`src/rtl/ledgame_ctrl.sv`:
```
// LED reaction game controller: lights a pseudo-random target LED each round and scores presses.
// Optional macro LEDGAME_SPEEDUP_EN shrinks the response window after every hit.
module ledgame_ctrl #(
  parameter int N_LEDS     = 4,
  parameter int WINDOW     = 20,
  parameter int GAP_CYCLES = 5,
  parameter int ROUNDS     = 10,
  parameter int SCORE_W    = 8
) (
  input  logic                clk,
  input  logic                rst,
  input  logic                start,
  input  logic [N_LEDS-1:0]   pressed,
  output logic [N_LEDS-1:0]   led,
  output logic [SCORE_W-1:0]  score,
  output logic                busy,
  output logic                done,
  output logic                hit,
  output logic                miss
);

  localparam int TGT_W = (N_LEDS > 2) ? $clog2(N_LEDS) : 1;
  localparam int TMR_W = $clog2(((WINDOW > GAP_CYCLES) ? WINDOW : GAP_CYCLES) + 1);
  localparam int RND_W = $clog2(ROUNDS + 1);

  typedef enum logic [1:0] {IDLE, GAP, ARMED, DONE} state_t;

  state_t              state_q, state_d;
  logic [15:0]         lfsr_q, lfsr_d;
  logic [TMR_W-1:0]    timer_q, timer_d;
  logic [RND_W-1:0]    round_q, round_d;
  logic [TGT_W-1:0]    target_q, target_d;
  logic [N_LEDS-1:0]   led_q, led_d;
  logic [SCORE_W-1:0]  score_q, score_d;
  logic                busy_q, busy_d;
  logic                done_q, done_d;
  logic                hit_q, hit_d;
  logic                miss_q, miss_d;
  logic [TMR_W-1:0]    win;

  function automatic logic [15:0] lfsr_next(input logic [15:0] l);
    // Right-shifting Fibonacci form of taps 16,14,13,11
    lfsr_next = {l[0] ^ l[2] ^ l[3] ^ l[5], l[15:1]};
  endfunction

  function automatic logic [N_LEDS-1:0] onehot(input logic [TGT_W-1:0] idx);
    onehot      = '0;
    onehot[idx] = 1'b1;
  endfunction

  function automatic logic [SCORE_W-1:0] sat_inc(input logic [SCORE_W-1:0] s);
    sat_inc = (s == '1) ? s : s + 1'b1;
  endfunction

`ifdef LEDGAME_SPEEDUP_EN
  localparam logic [TMR_W-1:0] WIN_STEP  = TMR_W'(WINDOW / 8);
  localparam logic [TMR_W-1:0] WIN_FLOOR = TMR_W'(WINDOW / 4);
  logic [TMR_W-1:0] win_q;
  logic             restart;

  assign restart = start && ((state_q == IDLE) || (state_q == DONE));
  assign win     = win_q;

  always_ff @(posedge clk) begin
    if (rst || restart) begin
      win_q <= TMR_W'(WINDOW);
    end else if (hit_d) begin
      win_q <= (win_q >= WIN_FLOOR + WIN_STEP) ? win_q - WIN_STEP : WIN_FLOOR;
    end
  end
`else
  assign win = TMR_W'(WINDOW);
`endif

  always_ff @(posedge clk) begin
    if (rst) begin
      state_q  <= IDLE;
      lfsr_q   <= 16'hACE1;
      timer_q  <= '0;
      round_q  <= '0;
      target_q <= '0;
      led_q    <= '0;
      score_q  <= '0;
      busy_q   <= 1'b0;
      done_q   <= 1'b0;
      hit_q    <= 1'b0;
      miss_q   <= 1'b0;
    end else begin
      state_q  <= state_d;
      lfsr_q   <= lfsr_d;
      timer_q  <= timer_d;
      round_q  <= round_d;
      target_q <= target_d;
      led_q    <= led_d;
      score_q  <= score_d;
      busy_q   <= busy_d;
      done_q   <= done_d;
      hit_q    <= hit_d;
      miss_q   <= miss_d;
    end
  end

  always_comb begin
    logic wrong, right, tout;
    state_d  = state_q;
    lfsr_d   = lfsr_next(lfsr_q);
    timer_d  = timer_q;
    round_d  = round_q;
    target_d = target_q;
    led_d    = led_q;
    score_d  = score_q;
    busy_d   = busy_q;
    done_d   = done_q;
    hit_d    = 1'b0;
    miss_d   = 1'b0;
    wrong    = |(pressed & ~onehot(target_q));
    right    = pressed[target_q];
    tout     = (timer_q == win);

    case (state_q)
      IDLE, DONE: begin
        led_d = '0;
        if (start) begin
          state_d = GAP;
          timer_d = TMR_W'(1);
          round_d = '0;
          score_d = '0;
          busy_d  = 1'b1;
          done_d  = 1'b0;
        end
      end
      GAP: begin
        led_d = '0;
        if (timer_q == TMR_W'(GAP_CYCLES)) begin
          state_d  = ARMED;
          timer_d  = TMR_W'(1);
          target_d = lfsr_q[TGT_W-1:0];
          led_d    = onehot(lfsr_q[TGT_W-1:0]);
        end else begin
          timer_d = timer_q + 1'b1;
        end
      end
      ARMED: begin
        // Wrong bits dominate a simultaneous correct press
        if (wrong) begin
          miss_d = 1'b1;
        end else if (right) begin
          hit_d   = 1'b1;
          score_d = sat_inc(score_q);
        end else if (tout) begin
          miss_d = 1'b1;
        end
        if (wrong || right || tout) begin
          led_d   = '0;
          round_d = round_q + 1'b1;
          timer_d = TMR_W'(1);
          if (round_q + 1'b1 == RND_W'(ROUNDS)) begin
            state_d = DONE;
            busy_d  = 1'b0;
            done_d  = 1'b1;
          end else begin
            state_d = GAP;
          end
        end else begin
          timer_d = timer_q + 1'b1;
        end
      end
      default: state_d = IDLE;
    endcase
  end

  assign led   = led_q;
  assign score = score_q;
  assign busy  = busy_q;
  assign done  = done_q;
  assign hit   = hit_q;
  assign miss  = miss_q;

endmodule
```
`config.mk`:
```
export PLATFORM = sky130hd
export DESIGN_NAME = ledgame_ctrl
export DESIGN_NICKNAME = d
export VERILOG_FILES = /design/src/rtl/ledgame_ctrl.sv
export SDC_FILE = /design/constraint.sdc
export NUM_CORES = 1
export LEC_CHECK = 0
export ABC_CLOCK_PERIOD_IN_PS = 2250
export CELL_PAD_IN_SITES_DETAIL_PLACEMENT = 1
export CELL_PAD_IN_SITES_GLOBAL_PLACEMENT = 2
export CORE_MARGIN = 10
export CORE_UTILIZATION = 35
export CTS_CLUSTER_SIZE = 24
export DETAILED_ROUTE_END_ITERATION = 10
export HOLD_SLACK_MARGIN = 0.03
export PLACE_DENSITY_LB_ADDON = 0.2
export SKIP_LAST_GASP = 1
export SYNTH_ARGS = -nofsm -noshare
export SYNTH_HDL_FRONTEND = slang
export SYNTH_SLANG_ARGS = --single-unit
```
`constraint.sdc`:
```
create_clock -name clk -period 2.25 [get_ports clk]
set_input_delay 0.45 -clock clk [delete_from_list [all_inputs] [get_ports clk]]
set_output_delay 0.45 -clock clk [all_outputs]
set_load 0.05 [all_outputs]
```
==> results.cfg, run 1 <==
[cts]
clock_path_buffers = 2
postCtsSetupBuffers = 0
path_clk_slew_ns = 0.09
cts.sinks = 45
cts_tree = done
cts_buffers = 5
insertion_delay_ns = 0.30
h-tree-depth = 2
cts_root_buf = clkbuf_8
hold_buffers = 0
cts_resized = 0

[logic_synthesis]
synth_area_leader_cell = dfxtp_1
synth_area_per_cell_um2 = 9.09
synth_fp_nets = 260
seq_area_frac_synth_pct = 40.6
synth_top_area_share_pct = 40.6
synthCells = 244
async_flop_share_pct = 0
yosysWarnings = 0
synth_cell_types = 58
ys_seq_elements = 45
synth.area.top_cells = dfxtp_1, ha_1, nand2_1, nor2b_1, nor2_1
synth_area_mm2 = 0.00222
synthFlopType = dfxtp_1
synth_edf_count = 0

[floorplan]
die_area_mm2 = 0.00992
die_h_um = 99.6
fp-row-count = 28
fp.dieW_um = 99.6
io_pins = 23
placeableCoreArea_mm2 = 0.00603
start_util_pct = 36.8

[grt]
grt_pass1_vias = 1815
grt_overflow = 0
grt_pass1_wl_um = 8900
antenna_found_initial = 0
grt.total_usage_pct = 10.8
grt_max_degree = 40

[final_layout]
synthToLayoutAreaGrowth_pct = 22.8
nets = 295
fin_util_pct = 45.2
drive_above_1_share_pct = 17.1
num-fill-cells = 719
diodes = 0

[hold_path]
hold_start = lfsr_q[12]
hold_path_class = flop to flop
min_to = lfsr_q[11]
hold_depth = 1

[sta]
maxSlewViolCount = 0
rsz0062_at_grt = no
final-hold-violation-count = 0
fin_crit_ns = 2.09
tns_ns = 0
fin_skew_ns = 0.00653
period_share_pct = 92.8
clock.fmax_ghz = 0.479
tightest_slew_ns = 0.508
relSlewSlack_pct = 66.0
finalSetupViolations = 0

[setup_path]
r2r_cells = 7
crit_type = primary input to flop
arrival_ns = 2.33
endpoint_kind = flop
critPathLaunch = pressed[1]
startpoint_type = primary input
r2r_end = score[6]
required_ns = 2.49
cp_max_fo = 10
rr_startpoint = state_q[0]
r2r_slack_ns = 0.24

[flow_run]
maxCapViolCount = 0

[detailed_routing]
drt-initial-drc-count = 59
vias = 1857
ant_nets = 0
wl_per_cell_um = 15.0
first_pass_iters = 4
drc = 0
vias_per_cell = 5.23
wirelength_um = 5310

[placed_design]
place.gp.congestion = 0.746
port_buffers = 22
dpl.hpwl_um = 3960

[pwr]
p_leak_nw = 0.980
cellPowerDensity_mw_per_mm2 = 781
worst_ir_drop_vdd_mv = 0.405

[outcome]
status = complete, no violations
==> worst max path at each step <==
| stage | end | slack, ns | depth (start not counted) |
|---|---|---|---|
| floorplan | score[6] | 0.22 | 8 |
| global placement | score[4] | -0.13 | 6 |
| detailed placement | score[3] | -0.16 | 6 |
| CTS | score[2] | 0.16 | 1 |
| global route | score[4] | 0.01 | 6 |
| finish | led[3] | 0.16 | 7 |
==> placed cells by master, fill, tap and decap left out, types with 2 or more instances in the layout <==
cell | Yosys | layout
a21boi_2 | 2 | 2
o32ai_1 | 2 | 2
nor2_1 | 15 | 15
a31oi_1 | 6 | 6
nor4b_1 | 2 | 2
o311ai_0 | 2 | 2
mux2i_1 | 3 | 3
or2_2 | 8 | 8
o2111ai_1 | 2 | 2
nor3b_1 | 3 | 3
nand2_1 | 24 | 24
clkbuf_8 | 0 | 5
o211ai_1 | 2 | 2
nand3b_1 | 3 | 3
ha_1 | 9 | 9
nor3_1 | 7 | 7
nand4_1 | 2 | 2
o21ai_0 | 7 | 7
or3_1 | 3 | 3
nor2b_1 | 13 | 13
a32oi_1 | 2 | 2
inv_6 | 0 | 2
a31o_2 | 2 | 2
xnor2_1 | 2 | 2
and3_1 | 2 | 2
clkdlybuf4s50_1 | 0 | 22
or3b_2 | 3 | 3
dfxtp_1 | 45 | 45
a21oi_1 | 10 | 10
buf_4 | 1 | 15
xor2_1 | 2 | 2
nand2b_1 | 8 | 8
nand3_1 | 10 | 10
inv_1 | 7 | 7
a211oi_1 | 2 | 2
==> kinds of logic after synthesis <==
logic type	count (synthesis)	share of synthesized area [%]
adders and majority gates	9	5.08
buffers and inverters	17	3.72
muxes	6	3.38
DFF	45	40.6
and+or+nand+nor	110	27.6
xor gates and xnor gates	4	1.58
AOI/OAI and AO/OA	53	18.0
==> where the power goes <==
part	switching [mW]	internal [mW]
logic	0.339	0.268
registers	0.0367	0.849
clock network	0.295	0.339
==> layer usage <==
metal	vias up	track usage (%)	wire, um	share of wire, %
met5	-	0	0	0
met2	22	17.5	2470	46
met4	0	4.08	68	1.3
li1	945	-	-	-
met3	7	3.25	236	4.4
met1	883	13.2	2540	48
==> area by class of cell <==
type | count | area (um2) | share of cell area (%)
repair buffers | 38 | 353 | 12.9
flip-flops and latches | 45 | 901 | 33.1
well taps | 75 | 93.8 | 3.44
multi-input cells | 182 | 1230 | 45.3
inverters | 7 | 26.3 | 0.964
clock inverters | 3 | 47.5 | 1.74
clock buffers | 5 | 68.8 | 2.53
==> metrics by stage <==
stage	hold slack, ns	power [mW]	cell area [um2]	setup WS [ns]	std cells
3_3_place_gp	0.393	1.52	2610	-0.126	347
6_report	0.416	2.13	2730	0.161	355
4_1_cts	0.420	2.17	2730	0.164	355
2_1_floorplan	0.389	1.28	2220	0.216	244
5_1_grt	0.426	2.26	2730	0.0134	355
3_5_place_dp	0.398	1.52	2610	-0.158	347
==> cell usage after synthesis (all sizes together) (8+ instances only) <==
master  instances
a21oi          10
nand2b          8
o21ai           8
or2             8
dfxtp          45
nor3            8
nor2           15
nand3          10
nand2          24
ha              9
nor2b          13
==> worst max-delay path: stages <==
cell and delay (ns):
clkdlybuf4s50_1 0.55, nor2_1 0.06, o21ai_1 0.33, a211oi_4 0.13, buf_4 0.19, or3b_2 0.46
a21oi_1 0.16
==> flip-flops by register name, summed over array words and instances, names as in the netlist, 2 cells and up <==
| name | flops |
|---|---|
| state_q | 2 |
| lfsr_q | 16 |
| target_q | 2 |
| timer_q | 5 |
| led | 4 |
| round_q | 4 |
| score | 8 |
Power figures use the tool's default switching activity.
==> run 2: changes to the inputs <==
Settings changed: ABC_CLOCK_PERIOD_IN_PS 2250 to 2600, CORE_UTILIZATION 35 to 37.
Clock period 2.25 ns to 2.6 ns, I/O delays scaled along.
==> run 2 against run 1 <==
Compared with the run above: non-clock buffer count fell by 8; sequential share of layout area rose by 0.90 points; critical path depth did not move; register-to-register slack improved by 0.09 ns; sequential power fell by 14%; total power fell by 16%; combinational power fell by 21%; global-route usage rose by 0.15 points.
==> results.cfg, run 2 (same netlist as run 1, synthesis figures left out) <==
[placed_design]
dpl.hpwl_um = 3710
dp_cells = 339
place.gp.congestion = 0.770
dpl_cell_area_mm2 = 0.00254
port_buffers = 22

[final_layout]
diodes = 0
final_common_cell = dfxtp_1
largest_register_ffs = 16
fin_util_pct = 45.1
layout_common_cells = dfxtp_1, nand2_1, clkdlybuf4s50_1
drive_above_1_share_pct = 14.7
final_cells = 347
nets = 287
final_area_mm2 = 0.00265
synthToLayoutAreaGrowth_pct = 19.6
largest-register = lfsr_q

[cts]
insertion_delay_ns = 0.30
h-tree-depth = 2
path_clk_slew_ns = 0.09
cts.sinks = 45
cts_root_buf = clkbuf_8
cts_tree = done
cts_resized = 0
hold_buffers = 0
cts_buffers = 5
clock_path_buffers = 2
postCtsSetupBuffers = 0

[pwr]
p_leak_nw = 0.938
worst_ir_drop_vdd_mv = 0.413
power.total_mw = 1.79
cellPowerDensity_mw_per_mm2 = 676

[setup_path]
slowest_stage = ha_1
r2r_slack_ns = 0.33
r2r_end = score[6]
path_cells = inv_1 > ha_1 > nand2_1 > a21boi_2 > o21ba_2 > a32o_1 > a31o_2
required_ns = 2.80
arrival_ns = 2.47
crit_type = flop to flop
cp_max_fo = 9
startpoint_type = flop
endpoint_kind = flop
rr_startpoint = state_q[0]
cp_slowest_stage_delay_ns = 0.41
r2r_cells = 7

[floorplan]
start_util_pct = 37.7
fp.dieW_um = 97.4
die_h_um = 97.4
placeableCoreArea_mm2 = 0.00589
die_area_mm2 = 0.00949
fp-row-count = 28
io_pins = 23

[sta]
relSlewSlack_pct = 66.6
period_share_pct = 87.4
maxSlewViolCount = 0
final-hold-violation-count = 0
finalSetupViolations = 0
tns_ns = 0
clock.fmax_ghz = 0.440
rsz0062_at_grt = no
fin_skew_ns = 0.00620
fin_crit_ns = 2.27
tightest_slew_ns = 0.500

[outcome]
status = complete, no violations

[grt]
grt.total_usage_pct = 11.0
grt_pass1_wl_um = 9000
grt_pass1_vias = 1846
grt_overflow = 0
antenna_found_initial = 0
grt_max_degree = 40

[detailed_routing]
ant_nets = 0
drt-initial-drc-count = 80
first_pass_iters = 4
wl_per_cell_um = 14.8
drc = 0
vias_per_cell = 5.33
vias = 1850
wirelength_um = 5120

[hold_path]
hold_start = lfsr_q[11]
hold_path_class = flop to flop
min_to = lfsr_q[10]
hold_depth = 1

[flow_run]
maxCapViolCount = 0
[run 2: changes by cell type in the layout (fill, tap and decap cells not counted), sizes merged]
cell / before / now
buf: 16 / 8
[run 2: per-layer routing]
layer,share of wire [%],up-vias,GRT usage (%)
met5,0,-,0
met2,47,23,17.4
met3,5.0,4,3.06
li1,-,929,-
met4,1.0,0,3.80
met1,47,894,13.9
[run 2: how the worst max path moves through the flow]
stage                    end       start  cells past startpoint
finish              score[6]  state_q[0]                      7
global route        score[7]  state_q[0]                      8
CTS                 score[6]  state_q[0]                      7
detailed placement  score[3]  pressed[0]                      6
global placement    score[6]  pressed[0]                      6
floorplan           score[6]  state_q[0]                      8
[run 2: where the power goes]
group          switching [mW]  internal [mW]
Combinational           0.285          0.193
Sequential             0.0308          0.734
Clock                   0.256          0.293
Total                   0.573           1.22
[run 2: final cells by class]
| class | instances | area [um2] |
|---|---|---|
| Clock inverter | 3 | 47.5 |
| Multi-Input combinational cell | 182 | 1230 |
| Inverter | 7 | 26.3 |
| Timing Repair Buffer | 30 | 280 |
| Sequential cell | 45 | 901 |
| Fill cell | 686 | 3230 |
| Tap cell | 75 | 93.8 |
| Clock buffer | 5 | 68.8 |
[run 2: worst max-delay path, delay by kind of cell, from the launching register on]
kind	cells	cell delay [ns]
buf+inv	1	0.07
compound gates	4	1.13
fa+ha+maj	1	0.41
flops	1	0.37
simple gates	1	0.18
[run 2: metrics by stage]
| stage | setup WS, ns | hold WS [ns] |
|---|---|---|
| finish | 0.328 | 0.415 |
| global route | 0.0829 | 0.435 |
| CTS | 0.302 | 0.420 |
| detailed placement | 0.0701 | 0.397 |
| global placement | 0.149 | 0.392 |
| floorplan | 0.566 | 0.389 |
